===== src/rtl/wb_pkg.sv =====
// Shared encodings for the writeback stage: result-source and load-size codes
// plus the FSM state type.
package wb_pkg;

  localparam logic [1:0] WB_SRC_ALU = 2'd0;
  localparam logic [1:0] WB_SRC_MEM = 2'd1;
  localparam logic [1:0] WB_SRC_PC4 = 2'd2;
  localparam logic [1:0] WB_SRC_IMM = 2'd3;

  localparam logic [1:0] WB_LS_B = 2'd0;
  localparam logic [1:0] WB_LS_H = 2'd1;
  localparam logic [1:0] WB_LS_W = 2'd2;
  localparam logic [1:0] WB_LS_D = 2'd3;

  typedef enum logic [1:0] {
    IDLE     = 2'd0,
    WAIT_MEM = 2'd1,
    DRAIN    = 2'd2
  } wb_state_t;

endpackage


===== src/rtl/writeback_stage_load_extend.sv =====
// Combinational load aligner/extender: shifts the addressed lane down to bit 0
// and sign- or zero-extends byte/half/word loads to XLEN.
module load_extend
  import wb_pkg::*;
#(
  parameter int XLEN  = 32,
  parameter int OFF_W = $clog2(XLEN/8)
) (
  input  logic [XLEN-1:0]  rdata,
  input  logic [OFF_W-1:0] addr_lo,
  input  logic [1:0]       load_size,
  input  logic             load_unsigned,
  output logic [XLEN-1:0]  data
);

  logic [XLEN-1:0] lane;
  logic [XLEN-1:0] ext_w;

  assign lane = rdata >> {addr_lo, 3'b000};

  // A word load only needs extension when the datapath is wider than 32 bits.
  generate
    if (XLEN > 32) begin : g_wide
      assign ext_w = {{(XLEN-32){~load_unsigned & lane[31]}}, lane[31:0]};
    end else begin : g_narrow
      assign ext_w = lane;
    end
  endgenerate

  always_comb begin
    data = lane;
    case (load_size)
      WB_LS_B: data = {{(XLEN-8){~load_unsigned & lane[7]}}, lane[7:0]};
      WB_LS_H: data = {{(XLEN-16){~load_unsigned & lane[15]}}, lane[15:0]};
      WB_LS_W: data = ext_w;
      default: data = lane;
    endcase
  end

endmodule


===== src/rtl/writeback_stage.sv =====
// RISC-V writeback stage: result select, late-load wait FSM and registered
// register-file write port. Define WB_LOAD_EXT_EN to enable sub-word load align/extend.
module writeback_stage
  import wb_pkg::*;
#(
  parameter int XLEN  = 32,
  parameter int RA_W  = 5,
  parameter int OFF_W = $clog2(XLEN/8)
) (
  input  logic             clk,
  input  logic             rst,
  input  logic             in_valid,
  output logic             in_ready,
  input  logic             flush,
  input  logic [1:0]       result_src,
  input  logic [XLEN-1:0]  alu_result,
  input  logic [XLEN-1:0]  pc_plus4,
  input  logic [XLEN-1:0]  imm,
  input  logic [RA_W-1:0]  rd,
  input  logic             reg_write,
  input  logic [1:0]       load_size,
  input  logic             load_unsigned,
  input  logic [OFF_W-1:0] addr_lo,
  input  logic             mem_rvalid,
  input  logic [XLEN-1:0]  mem_rdata,
  output logic [XLEN-1:0]  result_w,
  output logic [RA_W-1:0]  rd_w,
  output logic             reg_write_w,
  output logic             busy
);

  // Handshake: an instruction transfers on a rising edge where in_valid &
  // in_ready; flush in the same cycle cancels it. in_ready is high only in IDLE.

  wb_state_t       state, next_state;
  logic [RA_W-1:0] p_rd;
  logic            p_we;
  logic            latch;
  logic            commit;
  logic [XLEN-1:0] c_result;
  logic [RA_W-1:0] c_rd;
  logic            c_we;
  logic [XLEN-1:0] mem_data;

`ifdef WB_LOAD_EXT_EN
  logic [1:0]       p_ls;
  logic             p_uns;
  logic [OFF_W-1:0] p_off;

  // While waiting, the extender must use the attributes captured at accept.
  load_extend #(.XLEN(XLEN), .OFF_W(OFF_W)) u_load_extend (
    .rdata         (mem_rdata),
    .addr_lo       ((state == IDLE) ? addr_lo       : p_off),
    .load_size     ((state == IDLE) ? load_size     : p_ls),
    .load_unsigned ((state == IDLE) ? load_unsigned : p_uns),
    .data          (mem_data)
  );

  always_ff @(posedge clk or posedge rst) begin
    if (rst) begin
      p_ls  <= WB_LS_B;
      p_uns <= 1'b0;
      p_off <= '0;
    end else if (latch) begin
      p_ls  <= load_size;
      p_uns <= load_unsigned;
      p_off <= addr_lo;
    end
  end
`else
  logic unused_ext;
  assign unused_ext = ^{load_size, load_unsigned, addr_lo};
  assign mem_data   = mem_rdata;
`endif

  always_comb begin
    next_state = state;
    in_ready   = 1'b0;
    latch      = 1'b0;
    commit     = 1'b0;
    c_result   = mem_data;
    c_rd       = p_rd;
    c_we       = 1'b0;
    case (state)
      IDLE: begin
        in_ready = 1'b1;
        if (in_valid && !flush) begin
          if (result_src != WB_SRC_MEM || mem_rvalid) begin
            commit = 1'b1;
            c_rd   = rd;
            c_we   = reg_write;
            case (result_src)
              WB_SRC_ALU: c_result = alu_result;
              WB_SRC_PC4: c_result = pc_plus4;
              WB_SRC_IMM: c_result = imm;
              default:    c_result = mem_data;
            endcase
          end else begin
            latch      = 1'b1;
            next_state = WAIT_MEM;
          end
        end
      end
      WAIT_MEM: begin
        if (flush) begin
          next_state = mem_rvalid ? IDLE : DRAIN;
        end else if (mem_rvalid) begin
          commit     = 1'b1;
          c_we       = p_we;
          next_state = IDLE;
        end
      end
      DRAIN: begin
        if (mem_rvalid) next_state = IDLE;
      end
      default: next_state = IDLE;
    endcase
  end

  always_ff @(posedge clk or posedge rst) begin
    if (rst) begin
      state       <= IDLE;
      p_rd        <= '0;
      p_we        <= 1'b0;
      result_w    <= '0;
      rd_w        <= '0;
      reg_write_w <= 1'b0;
    end else begin
      state       <= next_state;
      reg_write_w <= commit && c_we && (c_rd != '0);
      if (latch) begin
        p_rd <= rd;
        p_we <= reg_write;
      end
      if (commit) begin
        result_w <= c_result;
        rd_w     <= c_rd;
      end
    end
  end

  assign busy = (state != IDLE);

endmodule


===== config.mk =====
export PLATFORM = sky130hd
export DESIGN_NAME = writeback_stage
export DESIGN_NICKNAME = d
export VERILOG_FILES = /design/src/rtl/wb_pkg.sv /design/src/rtl/writeback_stage_load_extend.sv /design/src/rtl/writeback_stage.sv
export SDC_FILE = /design/constraint.sdc
export NUM_CORES = 1
export LEC_CHECK = 0
export ABC_AREA = 1
export CORE_MARGIN = 3
export CORE_UTILIZATION = 33
export CTS_CLUSTER_SIZE = 16
export DETAILED_ROUTE_END_ITERATION = 16
export PLACE_DENSITY = 0.77
export SLEW_MARGIN = 20
export SYNTH_ARGS = -nofsm -noshare
export SYNTH_HDL_FRONTEND = slang
export SYNTH_HIERARCHICAL = 1
export SYNTH_SLANG_ARGS = --single-unit

===== constraint.sdc =====
create_clock -name clk -period 1.3 [get_ports clk]
set_input_delay 0.195 -clock clk [delete_from_list [all_inputs] [get_ports clk]]
set_output_delay 0.195 -clock clk [all_outputs]
set_load 0.02 [all_outputs]

==> impl_metrics.env <==
export IMPL_maxCapViolations=0
export IMPL_numCtsBuffers=5
export IMPL_min_path_type="primary input to async pin"
export IMPL_ys_ff_latch=46
export IMPL_violations="negative setup slack"
export IMPL_wl_per_cell_um=16.2
export IMPL_use_met2=0.408
export IMPL_synthCells=403
export IMPL_fin_util=0.680
export IMPL_ys_seq_area_frac=0.401
export IMPL_vias=3607
export IMPL_finClkSkew_ns=0.00629
export IMPL_nNetsFinal=771
export IMPL_end_kind="register"
export IMPL_synth_fp_nets=549
export IMPL_core_area_um2=8340
export IMPL_min_period_ns=1.49
export IMPL_design_area_um2=5670
export IMPL_timing_final_crit_share=1.15
export IMPL_outcome="finished with violations"
export IMPL_grt_start_max_net_pins=47
export IMPL_row_count=33
export IMPL_avgSynthCellArea_um2=7.12
export IMPL_cts_buffer_depth=2
export IMPL_use_met1=0.266
export IMPL_fin_cells=731
export IMPL_drive_above_1_share=0.244
export IMPL_timing_final_ws_setup_ns=-0.194
export IMPL_gp_congestion=0.913
export IMPL_slew_violations=0
export IMPL_clk_latency_ns=0.30
export IMPL_power_density_nw_per_um2=907
export IMPL_setup_viol=40
export IMPL_antenna_found_initial=0
export IMPL_global_route_usage_met3=0.0442
export IMPL_top_usage_layer="met2"
export IMPL_fp_dieArea_um2=9840
export IMPL_layout_commonest_cell="nand2_1"
export IMPL_grt_pass1_wl_um=17600
export IMPL_cp_start_kind="register"
export IMPL_power_total_mw=5.15
export IMPL_timing_hold_violations_final=0
export IMPL_ant_nets=0
export IMPL_yosys_warnings=6
export IMPL_arrival_ns=1.68
export IMPL_mostFrequentLayoutCells="154 x nand2_1, 138 x clkdlybuf4s50_1, 46 x dfrtp_1"
export IMPL_crit_type="register to register"
export IMPL_critPathMaxFanout=6
export IMPL_vdd_drop_max_mv=0.530
export IMPL_worstPathRequired_ns=1.49
export IMPL_dieHeight_um=99.2
export IMPL_grt_pass1_vias=3624
export IMPL_clock_sinks=46
export IMPL_remaining_drc_errors=0
export IMPL_first_pass_iters=4
export IMPL_rsz0062_at_grt="true"
export IMPL_whs_ns=0.250
export IMPL_die_w_um=99.2
export IMPL_place_ws_ns=-0.497
export IMPL_final_setup_tns_ns=-4.17
export IMPL_syn_to_final_growth_pct=97.7
export IMPL_hpwl_um=8320
export IMPL_grt_usage=0.221
export IMPL_drt_total_wl_um=11800
export IMPL_antenna_cells=0
export IMPL_post_place_cells=700
export IMPL_nFillCells=698
export IMPL_clk_pin_slew_ns=0.09
export IMPL_cts_root_buffer="clkbuf_8"
export IMPL_place_area_um2=5000
export IMPL_leakagePower_nw=2.58
export IMPL_port_buffers=180
export IMPL_drt_iter0_drc=207
export IMPL_io_pins=186
export IMPL_slew_headroom=0.829
export IMPL_clock_fmax_mhz=669
export IMPL_tightestPinTransition_ns=0.257
export IMPL_syn_area_um2=2870
export IMPL_start_util=0.344
export IMPL_grt_overflow_total=0
export IMPL_cts_tree="yes"
export IMPL_via_per_inst=4.93
export IMPL_cts_htree_levels=2
export IMPL_yosysUniqueCellTypes=26
## cell type report
cell class	instances	area, um2	share of cell area
timing repair buffer	237	2460	0.434
clock buffer	6	82.6	0.0146
inverter	22	100	0.0177
clock inverter	2	12.5	0.00221
tap	105	131	0.0232
sequential	46	1150	0.203
multi-input combinational	313	1730	0.305
## routing by layer
| metal | vias up | part of all wire | routed length [um] |
|---|---|---|---|
| li1 | 1748 | - | - |
| met1 | 1698 | 0.39 | 4570 |
| met2 | 147 | 0.53 | 6280 |
| met3 | 14 | 0.072 | 852 |
| met4 | 0 | 0.011 | 136 |
| met5 | - | 0 | 0 |
## cell families after synthesis
kind of cell	synth area share
and+or+nand+nor	0.477
buffers and inverters	0.0881
DFF	0.401
AOI/OAI and AO/OA	0.0332
## worst paths after layout
| kind | startpoint | cells past startpoint | slack, ns | end |
|---|---|---|---|---|
| hold reg to reg | result_w[22]$_DFFE_PP0P_ | 2 | 0.48 | result_w[22]$_DFFE_PP0P_ |
| setup reg to reg | state[1]$_DFFE_PP0P_ | 9 | -0.19 | result_w[24]$_DFFE_PP0P_ |
| max in group asynchronous | rst | 3 | 0.84 | result_w[27]$_DFFE_PP0P_ |
| hold / removal | rst | 3 | 0.25 | result_w[7]$_DFFE_PP0P_ |
| setup / recovery | state[1]$_DFFE_PP0P_ | 9 | -0.19 | result_w[24]$_DFFE_PP0P_ |
| min in group clk | flush | 3 | 0.33 | state[0]$_DFFE_PP0P_ |
## report_power, final
group	leakage, nW	internal, mW	switching, mW	total [mW]
Combinational	1.96	1.18	1.12	2.31
Clock	0.0472	0.428	0.495	0.923
Sequential	0.571	1.72	0.194	1.92
Total	2.58	3.33	1.81	5.15
## Yosys cell counts
library cell / number / area [um2]
nor3_1: 1 / 5.00
nor2_4: 2 / 22.5
nand3_1: 37 / 185
clkinv_2: 1 / 5.00
clkinv_1: 2 / 7.51
buf_6: 6 / 67.6
inv_1: 17 / 63.8
o41ai_1: 1 / 8.76
nand2_1: 178 / 668
or2_1: 11 / 68.8
nand4_1: 32 / 200
buf_2: 7 / 35.0
nor3_4: 1 / 16.3
o21ai_0: 9 / 45.0
or2_2: 20 / 125
a21oi_1: 3 / 15.0
nand2_2: 1 / 6.26
clkbuf_1: 4 / 15.0
o21ai_1: 4 / 20.0
inv_2: 2 / 7.51
nor2_1: 7 / 26.3
nand2_4: 4 / 45.0
buf_4: 5 / 37.5
clkbuf_8: 1 / 13.8
dfrtp_1: 46 / 1150
o22ai_1: 1 / 6.26
## sequential cells by signal, summed over array words and instances (netlist names)
name	flops
p_rd	5
p_we	1
rd_w	5
reg_write_w	1
result_w	32
state	2
## critical path, stage by stage (launching register included)
cell and delay (ns):
dfrtp_1 0.37, clkinv_2 0.08, nand2_4 0.11, nor3_4 0.05, buf_6 0.13, buf_6 0.13
buf_8 0.13, or2_2 0.27, nand3_2 0.07, nand2_1 0.05
## what timing repair did
item,CTS,global route
endpoints found under the hold margin,0,0
gates cloned,5,5
setup buffers,8,5
gates resized for setup,84,67
hold buffers,0,0
setup endpoints to repair,81,47
pin swaps,7,7
(Power assumes the default switching activity.)
